===== config.mk =====
export PLATFORM = sky130hd
export DESIGN_NAME = cpu_step_sequencer
export DESIGN_NICKNAME = d
export VERILOG_FILES = /design/src/rtl/cpu_step_pkg.sv /design/src/rtl/cpu_step_sequencer_rise_detect.sv /design/src/rtl/cpu_step_sequencer.sv
export SDC_FILE = /design/constraint.sdc
export NUM_CORES = 1
export LEC_CHECK = 0
export ABC_AREA = 1
export BUFFER_PORTS_ARGS = -buffer_cell sky130_fd_sc_hd__buf_2
export CAP_MARGIN = 10
export CELL_PAD_IN_SITES_DETAIL_PLACEMENT = 0
export CELL_PAD_IN_SITES_GLOBAL_PLACEMENT = 1
export CORE_MARGIN = 3
export CORE_UTILIZATION = 41
export CTS_BUF_LIST = sky130_fd_sc_hd__clkbuf_4 sky130_fd_sc_hd__clkbuf_8 sky130_fd_sc_hd__clkbuf_16
export CTS_CLUSTER_SIZE = 8
export DETAILED_ROUTE_END_ITERATION = 10
export HOLD_SLACK_MARGIN = 0.08
export PLACE_DENSITY = 0.88
export SYNTH_ARGS = -nofsm -noshare
export SYNTH_HDL_FRONTEND = slang
export SYNTH_HIERARCHICAL = 1
export SYNTH_SLANG_ARGS = --single-unit

===== constraint.sdc =====
create_clock -name clock -period 2.8 [get_ports clock]
set_clock_uncertainty 0.15 [all_clocks]
set_input_delay 0.56 -clock clock [delete_from_list [all_inputs] [get_ports clock]]
set_output_delay 0.56 -clock clock [all_outputs]
set_load 0.02 [all_outputs]

===== src/rtl/cpu_step_pkg.sv =====
`default_nettype none
// ============================================================================
//  Module   : cpu_step_pkg
//  Purpose  : Shared types and constants for the CPU step sequencer:
//             FSM state encoding, scan phase encoding and the index of each
//             result register on the result-select mux.
//  Revision : 1.0  initial release
// ============================================================================
package cpu_step_pkg;

    typedef enum logic [2:0] {
        IDLE = 3'd0,
        RUN  = 3'd1,
        ADV  = 3'd2,
        SCAN = 3'd3,
        HALT = 3'd4
    } state_t;

    // Each scanned register takes two cycles: mux settle, then capture.
    localparam logic SCAN_SETTLE = 1'b0;
    localparam logic SCAN_CAPT   = 1'b1;

    // Result register positions on the ressel mux.
    localparam int REG_PC   = 0;
    localparam int REG_A    = 1;
    localparam int REG_B    = 2;
    localparam int REG_FLAG = 3;

endpackage
`default_nettype wire


===== src/rtl/cpu_step_sequencer_rise_detect.sv =====
`default_nettype none
// ============================================================================
//  Module   : rise_detect
//  Purpose  : Registered rising-edge detector. o_rise is high for one cycle,
//             one clock after i_din is first sampled high.
//  Ports    : clock, reset_N (sync, active-low), i_din, o_rise
//  Params   : PREV_RST - reset value of the history flop; 1 suppresses a
//             false edge when the input is already high coming out of reset.
//  Revision : 1.0  initial release
// ============================================================================
module rise_detect #(
    parameter logic PREV_RST = 1'b0
) (
    input  logic clock,
    input  logic reset_N,
    input  logic i_din,
    output logic o_rise
);

    logic r_prev;
    logic r_rise;

    always_ff @(posedge clock) begin
        if (!reset_N) begin
            r_prev <= PREV_RST;
            r_rise <= 1'b0;
        end else begin
            r_prev <= i_din;
            r_rise <= i_din & ~r_prev;
        end
    end

    assign o_rise = r_rise;

endmodule
`default_nettype wire


===== src/rtl/cpu_step_sequencer.sv =====
`default_nettype none
// ============================================================================
//  Module   : cpu_step_sequencer
//  Purpose  : Sequences CPU execution in free-run or single-step mode. Each
//             advance is a one-cycle cpu_adv pulse followed by a scan of all
//             NREG result registers through the ressel mux into snap.
//             endseq freezes the CPU until reset.
//  Ports    : clock, reset_N (sync, active-low), run_sw, step_btn, endseq,
//             resdt_h/resdt_l (mux data) -> cpu_adv, ressel, snap, snap_vld,
//             busy, halted
//  Options  : BREAKPOINT_EN - adds bp_en/bp_addr/bp_hit; a run-mode scan
//             whose PC low byte equals bp_addr drops to IDLE and sets bp_hit.
//  Revision : 1.0  initial release
// ============================================================================
module cpu_step_sequencer
    import cpu_step_pkg::*;
#(
    parameter int RUN_DIV = 25_000_000,
    parameter int NREG    = 4,
    parameter int SEL_W   = 2
) (
    input  logic                 clock,
    input  logic                 reset_N,
    input  logic                 run_sw,
    input  logic                 step_btn,
    input  logic                 endseq,
`ifdef BREAKPOINT_EN
    input  logic                 bp_en,
    input  logic [7:0]           bp_addr,
    output logic                 bp_hit,
`endif
    input  logic [7:0]           resdt_h,
    input  logic [7:0]           resdt_l,
    output logic                 cpu_adv,
    output logic [SEL_W-1:0]     ressel,
    output logic [16*NREG-1:0]   snap,
    output logic                 snap_vld,
    output logic                 busy,
    output logic                 halted
);

    localparam int               DIV_W      = (RUN_DIV > 1) ? $clog2(RUN_DIV) : 1;
    localparam logic [DIV_W-1:0] C_DIV_LAST = DIV_W'(RUN_DIV - 1);
    localparam logic [SEL_W-1:0] C_SEL_LAST = SEL_W'(NREG - 1);

    state_t             r_state;
    state_t             w_state_next;
    logic [DIV_W-1:0]   r_div;
    logic [SEL_W-1:0]   r_ressel;
    logic               r_phase;
    logic [15:0]        r_snap [NREG];
    logic               w_step_rise;
    logic               w_scan_end;
    logic               w_bp_stop;

    // History flop resets high so a button held through reset is not a step.
    rise_detect #(
        .PREV_RST (1'b1)
    ) u_step_rise (
        .clock   (clock),
        .reset_N (reset_N),
        .i_din   (step_btn),
        .o_rise  (w_step_rise)
    );

    // Capture cycle of the last register: the scan ends on this edge.
    assign w_scan_end = (r_state == SCAN) && (r_phase == SCAN_CAPT) &&
                        (r_ressel == C_SEL_LAST);

`ifdef BREAKPOINT_EN
    assign w_bp_stop = bp_en && (r_snap[REG_PC][7:0] == bp_addr);
`else
    assign w_bp_stop = 1'b0;
`endif

    always_ff @(posedge clock) begin
        if (!reset_N) begin
            r_state <= IDLE;
        end else begin
            r_state <= w_state_next;
        end
    end

    always_comb begin
        w_state_next = r_state;
        cpu_adv      = 1'b0;
        snap_vld     = 1'b0;
        case (r_state)
            IDLE: begin
                if (endseq)           w_state_next = HALT;
                else if (run_sw)      w_state_next = RUN;
                else if (w_step_rise) w_state_next = ADV;
            end
            RUN: begin
                if (endseq)                   w_state_next = HALT;
                else if (!run_sw)             w_state_next = IDLE;
                else if (r_div == C_DIV_LAST) w_state_next = ADV;
            end
            ADV: begin
                cpu_adv      = 1'b1;
                w_state_next = SCAN;
            end
            SCAN: begin
                if (w_scan_end) begin
                    snap_vld = 1'b1;
                    if (endseq)                     w_state_next = HALT;
                    else if (run_sw && !w_bp_stop)  w_state_next = RUN;
                    else                            w_state_next = IDLE;
                end
            end
            HALT:    w_state_next = HALT;
            default: w_state_next = IDLE;
        endcase
    end

    // Divider only counts while staying in RUN, so every entry starts at 0.
    always_ff @(posedge clock) begin
        if (!reset_N) begin
            r_div    <= '0;
            r_ressel <= '0;
            r_phase  <= SCAN_SETTLE;
            for (int i = 0; i < NREG; i++) begin
                r_snap[i] <= 16'h0000;
            end
        end else begin
            r_div <= ((r_state == RUN) && (w_state_next == RUN)) ? r_div + 1'b1 : '0;
            if (r_state == SCAN) begin
                if (r_phase == SCAN_SETTLE) begin
                    r_phase <= SCAN_CAPT;
                end else begin
                    r_phase <= SCAN_SETTLE;
                    for (int i = 0; i < NREG; i++) begin
                        if (r_ressel == SEL_W'(i)) begin
                            r_snap[i] <= {resdt_h, resdt_l};
                        end
                    end
                    r_ressel <= w_scan_end ? '0 : r_ressel + 1'b1;
                end
            end else begin
                r_phase  <= SCAN_SETTLE;
                r_ressel <= '0;
            end
        end
    end

`ifdef BREAKPOINT_EN
    logic r_bp_hit;

    always_ff @(posedge clock) begin
        if (!reset_N) begin
            r_bp_hit <= 1'b0;
        end else if (r_state == ADV) begin
            r_bp_hit <= 1'b0;
        end else if (w_scan_end && !endseq && run_sw && w_bp_stop) begin
            r_bp_hit <= 1'b1;
        end
    end

    assign bp_hit = r_bp_hit;
`endif

    assign ressel = r_ressel;
    assign busy   = (r_state == ADV) || (r_state == SCAN);
    assign halted = (r_state == HALT);

    generate
        for (genvar gi = 0; gi < NREG; gi++) begin : g_snap
            assign snap[16*gi +: 16] = r_snap[gi];
        end
    endgenerate

endmodule
`default_nettype wire


==> results.yml <==
power_and_ir_drop:
  worst_ir_drop_vdd_uv: 235
  leakage_nw: 2.05
  post-layout-total-power_mw: 2.62
  p_per_area_nw_per_um2: 522
global_route:
  globalRoute.totalOverflow: 0
  number_of_antenna_violations_at_the_first_check_in_global_routing: 0
  grt_pass1_vias: 2958
  gr-usage-all-layers: 0.158
  pin_count_of_the_biggest_net_entering_global_routing: 26
  grt_first_pass_wirelength_um: 14300
synth:
  syn_inst: 454
  avgSynthCellArea_um2: 9.42
  synth-edff-count: 64
  post_synth_num_cell_types: 27
  seq_total_area_yosys: 0.604
  postSynthRegisterBits: 97
  async_reset_ff_frac: 0
  yosysWarningCount: 6
  mappedNetlistNets: 480
  yosys_most_used_dff: "edfxtp_1"
  netlist_area_um2: 4280
die:
  floorplan.initialDensity: 0.430
  die_area_um2: 11700
  floorplan.die.height_um: 108
  core-area_um2: 9950
  dieWidth_um: 108
  number_of_placed_i_o_pins: 91
  placement_rows: 36
critical_path:
  crit_start: "r_state[0]"
  worstSetupStartpointType: "flip-flop"
  critical-path-max-stage-delay_ns: 0.48
  worst-endpoint-required_ns: 2.09
  critical_path.max_fanout: 8
  critical_path_class: "reg -> out"
  origin_of_the_critical_flop_to_flop_path: "r_div[0]"
  timing.critical_path.to_type: "primary output"
  path_delay_family: "flip-flops"
  critical-path-slowest-cell: "dfxtp_1"
  critPathBufInv: 2
  crit_path_cell_chain: "nand2_2 -> inv_2 -> nand2_1 -> nor2_1 -> buf_2"
  cp_data_arrival_time_ns: 1.50
timing:
  fin_tns_setup_ns: 0
  finalHoldViolCount: 0
  finalSetupViolCount: 0
  finalCriticalPeriod_ns: 2.21
  rsz0062_at_grt: "false"
  max_slew_margin: 0.511
  max_slew.worst_pin.slew_ns: 0.731
  final_max_slew_violation_count: 0
  final.setup.worst_slack_ns: 0.586
  fin_crit_sh: 0.791
  max_freq_mhz: 452
  final.hold.worst_slack_ns: 0.261
hold_path:
  worstHoldPathType: "reg -> reg"
  holdCritStartpoint: "u_step_rise/r_prev"
final_layout:
  antenna_diode_count: 0
  fraction_of_layout_cells_with_a_size_suffix_above_1: 0.262
  final_util: 0.505
  mostFrequentLayoutCell: "nor2_1"
  instances_no_fill: 686
  most-common-layout-cells: "nor2_1, buf_2, nand2_1, edfxtp_1, inv_1"
  area.growth.synth_to_final_pct: 17.6
  design_area_um2: 5030
  design.final.nets: 574
route:
  remaining_drc_errors: 0
  routedWlPerCell_um: 12.8
  detailroute.via_count: 3140
  antenna_violating_nets_post_route: 0
  drt_wl_total_um: 8790
  drt_iter0_drc: 170
  detailedRoute.firstPassIterationCount: 5
  detail_route.vias_per_cell: 4.58
clocking:
  holdBufCountCts: 0
  clockRootBuffer: "clkbuf_8"
  cts_tree: "yes"
  htreeDepth: 3
  cts.clk_slew.worst_paths_ns: 0.10
  cts-root-to-sink-buffers: 2
  cts_repair_resize_count: 0
  postCtsSetupRepairBufs: 0
  worstSkewPairLatency_ns: 0.35
  cts.sink_count: 97
  cts-buffers-inserted: 9
status:
  run_status: "finished clean"
placed_design:
  dp_hpwl_um: 6680
  post_place_cell_area_um2: 4830
  finalWeightedCongestion: 0.832
  buffer_ports.inserted: 90
  numPlacedInstances: 670
  pre_cts_ws_ns: 0.669
flow_run:
  cap_violations: 0
## routing by layer
layer / track usage / wire length [um]
met4: 0.0406 / 38
met3: 0.0388 / 592
met1: 0.208 / 4060
met2: 0.264 / 4100
met5: 0 / 0
## worst register-to-register path, cell delays in order, from the launching register on
cell and delay [ns]:
dfxtp_1 0.46, ha_1 0.31, nand3_2 0.16, inv_2 0.12, nand2_2 0.05, nor2_2 0.12, nand3_1 0.07, nand2_1 0.10
nand2_2 0.07, nand2_4 0.32, nor2_1 0.10
## power breakdown
group | total, mW | leakage, nW | switching [mW] | internal [mW]
Sequential | 1.58 | 0.914 | 0.0172 | 1.56
Clock | 0.875 | 0.101 | 0.523 | 0.352
Combinational | 0.171 | 1.03 | 0.123 | 0.0481
## final timing paths
path | to | cells past startpoint | slack [ns]
setup reg to reg | r_div[12] | 10 | 0.66
hold reg to reg | u_step_rise/o_rise | 1 | 0.26
setup / recovery | snap_vld | 5 | 0.59
hold / removal | u_step_rise/o_rise | 1 | 0.26
## registers in the layout (all words and copies together) (netlist names)
| register | cells |
|---|---|
| r_div | 25 |
| r_phase | 1 |
| r_snap | 64 |
| r_state | 3 |
| ressel | 2 |
| u_step_rise/o_rise | 1 |
| u_step_rise/r_prev | 1 |
## area by class of cell
| class | instances | area (um^2) |
|---|---|---|
| tap | 133 | 166 |
| sequential | 97 | 2580 |
| clock inverter | 7 | 73.8 |
| timing repair buffer | 91 | 458 |
| multi-input combinational | 290 | 1400 |
| clock buffer | 9 | 124 |
| inverter | 59 | 221 |
| fill | 957 | 4930 |
## cells in the mapped netlist (2+ instances only)
cell type  instances  area share
nand4_1            6      0.0088
buf_2              4      0.0047
dfxtp_1           33        0.15
inv_1             54       0.047
edfxtp_1          64        0.45
xor2_1            11       0.023
nand3_2            4      0.0094
nor3_1             6      0.0070
ha_1               5       0.015
inv_2              5      0.0044
nor2_1           111       0.097
nand3b_1           6       0.011
nor2_2            23       0.034
nand3_1           15       0.018
xnor2_1            4      0.0082
nand2_2            3      0.0044
buf_12             2      0.0094
a21oi_1            5      0.0059
nand2_1           83       0.073
o21ai_0            3      0.0035
## cells by family after synthesis
logic type / Yosys count / share of synthesized area
compound gates: 10 / 0.0126
buf+inv: 67 / 0.0685
fa+ha+maj: 5 / 0.0146
flops: 97 / 0.604
simple gates: 260 / 0.270
xor+xnor: 15 / 0.0307
(Power assumes the default switching activity.)
